$ cat src/rtl/pwm_fade_ctrl.sv
// pwm_fade_ctrl: breathe-cycle duty sequencer for a 4-LED PWM stage; define PWM_FADE_LOOP_EN to breathe continuously until stop
module pwm_fade_ctrl #(
  parameter int PERIOD       = 100,
  parameter int STEP         = 5,
  parameter int STEP_PERIODS = 4,
  parameter int HOLD_PERIODS = 50,
  parameter int CW           = 8
) (
  input  logic          clk,
  input  logic          rst_n,
  input  logic          start,
  input  logic          stop,
  output logic          busy,
  output logic          done,
  output logic [CW-1:0] duty,
  output logic [3:0]    led
);
  localparam int SW = $clog2(STEP_PERIODS + 1);
  localparam int HW = $clog2(HOLD_PERIODS + 1);
  typedef enum logic [1:0] {IDLE, UP, HOLD, DOWN} state_t;
  state_t        state_q;
  logic [CW-1:0] cnt_q, cnt_d, duty_q;
  logic [SW-1:0] step_q;
  logic [HW-1:0] hold_q;
  logic          busy_q, done_q, stop_pend_q;
  logic          pb, abort, step_due;
  logic [CW:0]   up_sum;
  assign pb       = cnt_q == CW'(PERIOD - 1);
  assign cnt_d    = pb ? '0 : cnt_q + CW'(1);
  assign abort    = pb && state_q != IDLE && (stop_pend_q || stop);
  assign step_due = step_q == SW'(STEP_PERIODS - 1);
  assign up_sum   = {1'b0, duty_q} + (CW+1)'(STEP);
  assign led      = {cnt_q < duty_q, cnt_q < (duty_q >> 1), cnt_q < (duty_q >> 2), cnt_q < (duty_q >> 3)};
  assign busy     = busy_q;
  assign done     = done_q;
  assign duty     = duty_q;
  // free-running period counter; its wrap cycle is the period boundary
  always_ff @(posedge clk or negedge rst_n)
    if (!rst_n) cnt_q <= '0;
    else cnt_q <= cnt_d;
  // breathe sequencer: duty and state only move at the period boundary, except leaving IDLE
  always_ff @(posedge clk or negedge rst_n)
    if (!rst_n) begin
      state_q     <= IDLE;
      duty_q      <= '0;
      step_q      <= '0;
      hold_q      <= '0;
      busy_q      <= 1'b0;
      done_q      <= 1'b0;
      stop_pend_q <= 1'b0;
    end else begin
      done_q <= 1'b0;
      if (state_q != IDLE && stop) stop_pend_q <= 1'b1;
      if (abort) begin
        state_q     <= IDLE;
        busy_q      <= 1'b0;
        duty_q      <= '0;
        step_q      <= '0;
        hold_q      <= '0;
        stop_pend_q <= 1'b0;
      end else begin
        case (state_q)
          IDLE: if (start && !stop) begin
            state_q <= UP;
            busy_q  <= 1'b1;
            step_q  <= '0;
          end
          UP: if (pb) begin
            if (step_due) begin
              step_q <= '0;
              if (up_sum >= (CW+1)'(PERIOD)) begin
                duty_q  <= CW'(PERIOD);
                state_q <= HOLD;
                hold_q  <= '0;
              end else duty_q <= up_sum[CW-1:0];
            end else step_q <= step_q + SW'(1);
          end
          HOLD: if (pb) begin
            if (hold_q == HW'(HOLD_PERIODS - 1)) begin
              state_q <= DOWN;
              step_q  <= '0;
              hold_q  <= '0;
            end else hold_q <= hold_q + HW'(1);
          end
          DOWN: if (pb) begin
            if (step_due) begin
              step_q <= '0;
              if ({1'b0, duty_q} <= (CW+1)'(STEP)) begin
                duty_q  <= '0;
                done_q  <= 1'b1;
`ifdef PWM_FADE_LOOP_EN
                state_q <= UP;
`else
                state_q <= IDLE;
                busy_q  <= 1'b0;
`endif
              end else duty_q <= duty_q - CW'(STEP);
            end else step_q <= step_q + SW'(1);
          end
          default: state_q <= IDLE;
        endcase
      end
    end
endmodule

$ cat config.mk
export PLATFORM = sky130hd
export DESIGN_NAME = pwm_fade_ctrl
export DESIGN_NICKNAME = d
export VERILOG_FILES = /design/src/rtl/pwm_fade_ctrl.sv
export SDC_FILE = /design/constraint.sdc
export NUM_CORES = 1
export LEC_CHECK = 0
export CORE_MARGIN = 1.5
export CORE_UTILIZATION = 54
export DETAILED_ROUTE_END_ITERATION = 16
export PLACE_DENSITY = 0.7
export SLEW_MARGIN = 20
export SYNTH_ARGS = -nofsm -noshare
export SYNTH_HDL_FRONTEND = slang
export SYNTH_SLANG_ARGS = --single-unit
$ cat constraint.sdc
create_clock -name clk -period 7.9 [get_ports clk]
set_input_delay 1.58 -clock clk [delete_from_list [all_inputs] [get_ports clk]]
set_output_delay 1.58 -clock clk [all_outputs]
set_load 0.02 [all_outputs]
==> results.md <==
- Top_reg_cell synth: dfrtp_1
- WS Path Type: reg -> out
- CP top delay family: compound AO/OA/AOI/OAI gates
- Max_slew headroom: 45.9%
- HPWL after DPL: 4.27 mm
- DR vias/cell: 6.35
- Syn Inst Count: 299
- RD Place Congestion: 0.903
- Largest net degree at the start of global routing: 31
- Bufs on Longest Clock Path: 2
- CP cell instances: inv_1, ha_1, a21o_1, a21o_1, a21o_1, a21o_1, a2111oi_0, clkdlybuf4s50_1
- Status: finished clean
- HP Class: reg -> reg
- Leak Pwr: 0.00124 uW
- Share of cells above drive strength 1: 5.68%
- Avg Cell Area, Syn: 8.49 um2
- # resized after CTS: 0
- Tcrit/Tclk final: 61.1%
- Design area: 0.00286 mm2
- DRT Pass-1 Iters: 8
- Global route overflow: 0
- Port bufs: 17
- First-pass GRT wire length: 10.5 mm
- Row cnt: 24
- DP Cell Count: 361
- Worst path max stage delay: 0.68 ns
- DRC marker count from the first detailed-route iteration: 190
- Initial antenna violation count: 0
- Setup WS post-layout: 3.08 ns
- DRC: 0
- Max-Cap Viols: 0
- Commonest non-fill, non-tap cells in the layout: 33 x ha_1, 30 x dfrtp_1, 29 x nand2_1
- Fin. Hold Viols: 0
- Pre-CTS WS: 3.39 ns
- Crit path time final: 4.82 ns
- Syn_nets: 336
- Layout area overhead: 12.5%
- DR WL/cell: 16.1 um
- Detailed-route wire length: 5.94 mm
- FMAX: 207 MHz
- Tot Pwr: 312 uW
- Tot GR Track Use: 25.5%
- Register bit count reported by yosys: 30
- Die height: 71.6 um
- Slowest-stage cell, CP: clkdlybuf4s50_1
- Clk sinks: 30
- Most used cell, CP: a21o_1
- Io pins: 18
- Crit end category: primary output
- Worst Clk Skew: 0.00619 ns
- Clk root buf: clkbuf_8
- Vias in the first global route: 2263
- Async S/R FF share, synth: 100%
- Vias: 2342
- WP buf/inv: 2
- Commonest non-fill, non-tap cell in the layout: ha_1
- H-tree depth: 2
- RSZ-0062 raised after global routing: no
- Type of origin of the critical path: register
- Number of CTS-inserted buffers: 5
- CP required: 6.32 ns
- Post-synth EDFFs: 0
- Syn. warnings: 0
- Arrival time worst endpoint: 3.24 ns
- Chip width: 71.6 um
- Final setup viols: 0
- Core Area: 0.00444 mm2
- Max-slew violations: 0
- Actual slew at the worst max-slew pin: 0.812 ns
- Max Fanout on Critical Path: 16
- Inserted Diodes: 0
- Final setup TNS: 0 ns
- Pwr per Cell Area: 109 mW/mm2
- Layout Cells excl Fill: 369
- Post-DP Area: 0.00275 mm2
- Clock transition at path regs: 0.07 ns
- CTS tree: done
- Die area: 0.00512 mm2
- Distinct cells, synth: 56
- Starting density of the core: 57.1%
- Clock latency on the worst-skew pair: 0.28 ns
- Final nets: 353
- Routed Antenna Nets: 0
- Sequential fraction of the synthesis area: 29.6%
- Post-CTS Hold Buffers: 0
- Peak VDD IR: 0.0852 mV
- # Post-CTS Setup Buffers: 0
- Synthesized area: 0.00254 mm2
-- tightest hold or removal path: cells and delay by family, from the launching register on --
family | cells | cell delay [ns]
flip-flops | 1 | 0.35
AO/OA/AOI/OAI | 1 | 0.07
AND/OR/NAND/NOR | 1 | 0.05
-- power by group --
group	total [uW]	internal [uW]	switching [uW]
Clock	151	92.7	58.7
Combinational	6.50	2.41	4.09
Sequential	154	154	0.163
-- Yosys cell counts, types with 2 or more instances --
| library cell | n | share of area, % |
|---|---|---|
| nor3_1 | 9 | 1.8 |
| a21o_1 | 13 | 3.8 |
| a41oi_1 | 2 | 0.69 |
| nand2_1 | 29 | 4.3 |
| nor2b_1 | 2 | 0.49 |
| inv_1 | 14 | 2.1 |
| a31o_2 | 2 | 0.69 |
| or4_1 | 6 | 1.8 |
| xnor2_1 | 5 | 1.7 |
| o21ai_0 | 16 | 3.2 |
| nor2_1 | 26 | 3.8 |
| a31oi_1 | 4 | 0.99 |
| o311ai_0 | 2 | 0.69 |
| a22o_1 | 2 | 0.69 |
| o31ai_1 | 2 | 0.59 |
| ha_1 | 33 | 16 |
| nand3_1 | 15 | 3.0 |
| and4_1 | 2 | 0.69 |
| a211oi_1 | 2 | 0.59 |
| and3_1 | 4 | 0.99 |
| nand2b_1 | 8 | 2.0 |
| and2_1 | 2 | 0.49 |
| mux2i_1 | 3 | 1.2 |
| a21oi_1 | 14 | 2.8 |
| buf_2 | 2 | 0.39 |
| nand4_1 | 6 | 1.5 |
| a211o_1 | 2 | 0.69 |
| a21oi_2 | 2 | 0.69 |
| clkbuf_1 | 5 | 0.74 |
| o21a_1 | 2 | 0.59 |
| o21ai_1 | 2 | 0.39 |
| or3_1 | 2 | 0.49 |
| o211ai_1 | 6 | 1.8 |
| dfrtp_1 | 30 | 30 |
| o21bai_1 | 2 | 0.59 |
-- sequential cells by signal, indices dropped and copies added, names as in the netlist --
register     cells
busy             1
cnt_q            8
done             1
duty             8
hold_q           6
state_q          2
step_q           3
stop_pend_q      1
-- metal layers --
metal	up-vias	wire length, um	GRT usage (%)	part of all wire [%]
met2	95	2720	39.6	46
met4	0	83	10.1	1.4
met1	1088	2780	35.7	47
met5	-	0	0	0
met3	8	354	4.50	6.0
li1	1151	-	-	-
-- layout make-up --
| cell class | count | area, um2 |
|---|---|---|
| Inverter | 15 | 56.3 |
| Timing Repair Buffer | 18 | 178 |
| Tap cell | 52 | 65.1 |
| Multi-Input combinational cell | 246 | 1700 |
| Clock buffer | 5 | 68.8 |
| Sequential cell | 30 | 751 |
| Fill cell | 378 | 1590 |
| Clock inverter | 3 | 40.0 |
-- cells by family (layout without fill, tap and decap cells) --
family,Yosys count,after routing,share of synthesized area [%]
AO/OA/AOI/OAI,87,87,23.7
XOR/XNOR,5,5,1.73
adder cells (fa/ha/maj),33,33,16.3
buffers and inverters,23,41,3.55
flip-flops,30,30,29.6
multiplexers,3,3,1.18
AND/OR/NAND/NOR,118,118,24.0
-- worst paths after layout --
path | slack [ns] | startpoint | cells after the start | end
hold reg to reg | 0.51 | step_q[1]$_DFFE_PN0P_ | 2 | step_q[1]$_DFFE_PN0P_
min in group asynchronous | 1.69 | rst_n | 2 | step_q[1]$_DFFE_PN0P_
setup reg to reg | 4.89 | duty[1]$_DFFE_PN0P_ | 8 | duty[4]$_DFFE_PN0P_
max in group asynchronous | 5.92 | rst_n | 2 | cnt_q[0]$_DFF_PN0_
setup / recovery | 3.08 | duty[3]$_DFFE_PN0P_ | 8 | led[1]
hold / removal | 0.51 | step_q[1]$_DFFE_PN0P_ | 2 | step_q[1]$_DFFE_PN0P_
-- per-stage QoR --
step | util, % | hold WS [ns]
CTS | 64.2 | 0.510
global placement | 61.8 | 0.472
detailed placement | 61.8 | 0.495
floorplan | - | 0.454
finish | 64.2 | 0.506
global route | 64.2 | 0.541
Note: power is estimated with default switching activity, not from simulation.
==> RTL change (same settings) <==
Re-encode `state_t` (4 states) as one-hot, 4 bits wide.
--- a/src/rtl/pwm_fade_ctrl.sv
+++ b/src/rtl/pwm_fade_ctrl.sv
@@ -17,7 +17,7 @@
 );
   localparam int SW = $clog2(STEP_PERIODS + 1);
   localparam int HW = $clog2(HOLD_PERIODS + 1);
-  typedef enum logic [1:0] {IDLE, UP, HOLD, DOWN} state_t;
+  typedef enum logic [3:0] {IDLE = 4'b0001, UP = 4'b0010, HOLD = 4'b0100, DOWN = 4'b1000} state_t;
   state_t        state_q;
   logic [CW-1:0] cnt_q, cnt_d, duty_q;
   logic [SW-1:0] step_q;
Behaviour: no difference found for any inputs over 10 cycles, from zero or initial values and one cycle with rst_n low; not proved beyond that.
==> RTL change against the unedited design <==
  * Sequential cell count increased by 2
  * Power increased by 4.3%
  * Worst setup slack lost 0.033 ns
  * Die area rose by 4.5%
  * Area after synthesis up 4.7%
  * Highest routed layer unchanged
  * Fmax down 0.67%
  * Sequential power increased by 6%
  * Final area up 4.4%
  * Routed wire length fell by 1.1%
  * Combinational power down 20%
  * Non-clock buffer count increased by 1
  * Register-to-register slack gained 0.21 ns
==> RTL change: results (changes against the unedited design) <==
run status=completed (unchanged); Reg-to-Reg Start=cnt_q[1] (was duty[1]); Clk. pwr=156 uW (was 151 uW); worst-path maximum fanout=18 (was 16); Int Pwr=259 uW (was 249 uW); Seq/Total Area, Yosys=30.2% (was 29.6%); vias in the first global route=2,180 (was 2,263); Synth cell types=58 (was 56); post-DP HPWL=4330 um (was 4270 um); Synth Net Count=335 (was 336); Synth Instances=302 (was 299); leak pwr=1.25 nW (was 1.24 nW); GRT Total Usage=24.2% (was 25.5%); # nets final=348 (was 353); 1st-pass router iterations=5 (was 8); routed via count=2,319 (was 2,342); largest net degree at the start of global routing=33 (was 31); ranking of synthesized cells by area=dfrtp_1 29%, ha_1 14%, o21ai_1 3.6% (was dfrtp_1 30%, ha_1 16%, nand2_1 4.3%); maximum vdd drop=0.0712 mV (was 0.0852 mV); Iteration-0 DRC Markers=150 (was 190); top cell type's share of synthesized area=29.2% (was 29.6%); share of cells above drive strength 1=7.91% (was 5.68%); global-route wire length before repair=10,200 um (was 10,500 um); most common cell in the netlist=dfrtp_1 (was ha_1); Post-Route Skew=0.00863 ns (was 0.00619 ns); hold_sp=hold_q[5] (was step_q[1])
[RTL change: area by class of cell]
class,instances,area [um^2]
fillers,422,1740
multi-input cells,242,1740
flip-flops and latches,32,802
repair buffers,19,185
well taps,67,83.8
clock buffers,5,68.8
inverters,15,56.3
clock inverters,3,42.5
[RTL change: routing by layer]
| layer | wire length [um] | vias to the layer above | global-route usage, % |
|---|---|---|---|
| met4 | 29 | 0 | 8.39 |
| met2 | 2770 | 51 | 37.7 |
| met5 | 0 | - | 0 |
| li1 | - | 1158 | - |
| met1 | 2830 | 1108 | 33.8 |
| met3 | 249 | 2 | 3.87 |
[RTL change: cell families after synthesis]
kind of cell    count (synthesis)  synth area share, %
buf+inv                        28                 4.24
simple gates                   97                 19.8
mux                             2                0.848
compound gates                103                 27.6
fa+ha+maj                      29                 13.7
flops                          32                 30.2
xor+xnor                       11                 3.63
[RTL change: through the flow]
step / utilization, % / total power [mW] / cell area, um^2 / hold slack (ns) / setup WS [ns]
2_1_floorplan: - / 0.167 / 2660 / 0.463 / 3.42
3_3_place_gp: 60.7 / 0.172 / 2870 / 0.485 / 3.47
3_5_place_dp: 60.7 / 0.172 / 2870 / 0.494 / 3.37
4_1_cts: 63.1 / 0.330 / 2980 / 0.505 / 3.04
5_1_grt: 63.1 / 0.337 / 2980 / 0.530 / 2.79
6_report: 63.1 / 0.325 / 2980 / 0.507 / 3.04
[RTL change: path summary, 6_finish.rpt]
| check | end | slack (ns) | cells past startpoint |
|---|---|---|---|
| min | hold_q[5] | 0.51 | 1 |
| min in group asynchronous | state_q[1] | 1.69 | 2 |
| max in group asynchronous | state_q[0] | 5.89 | 2 |
| max | led[1] | 3.04 | 8 |
| max reg2reg | busy | 5.10 | 7 |
| min reg2reg | hold_q[5] | 0.51 | 1 |
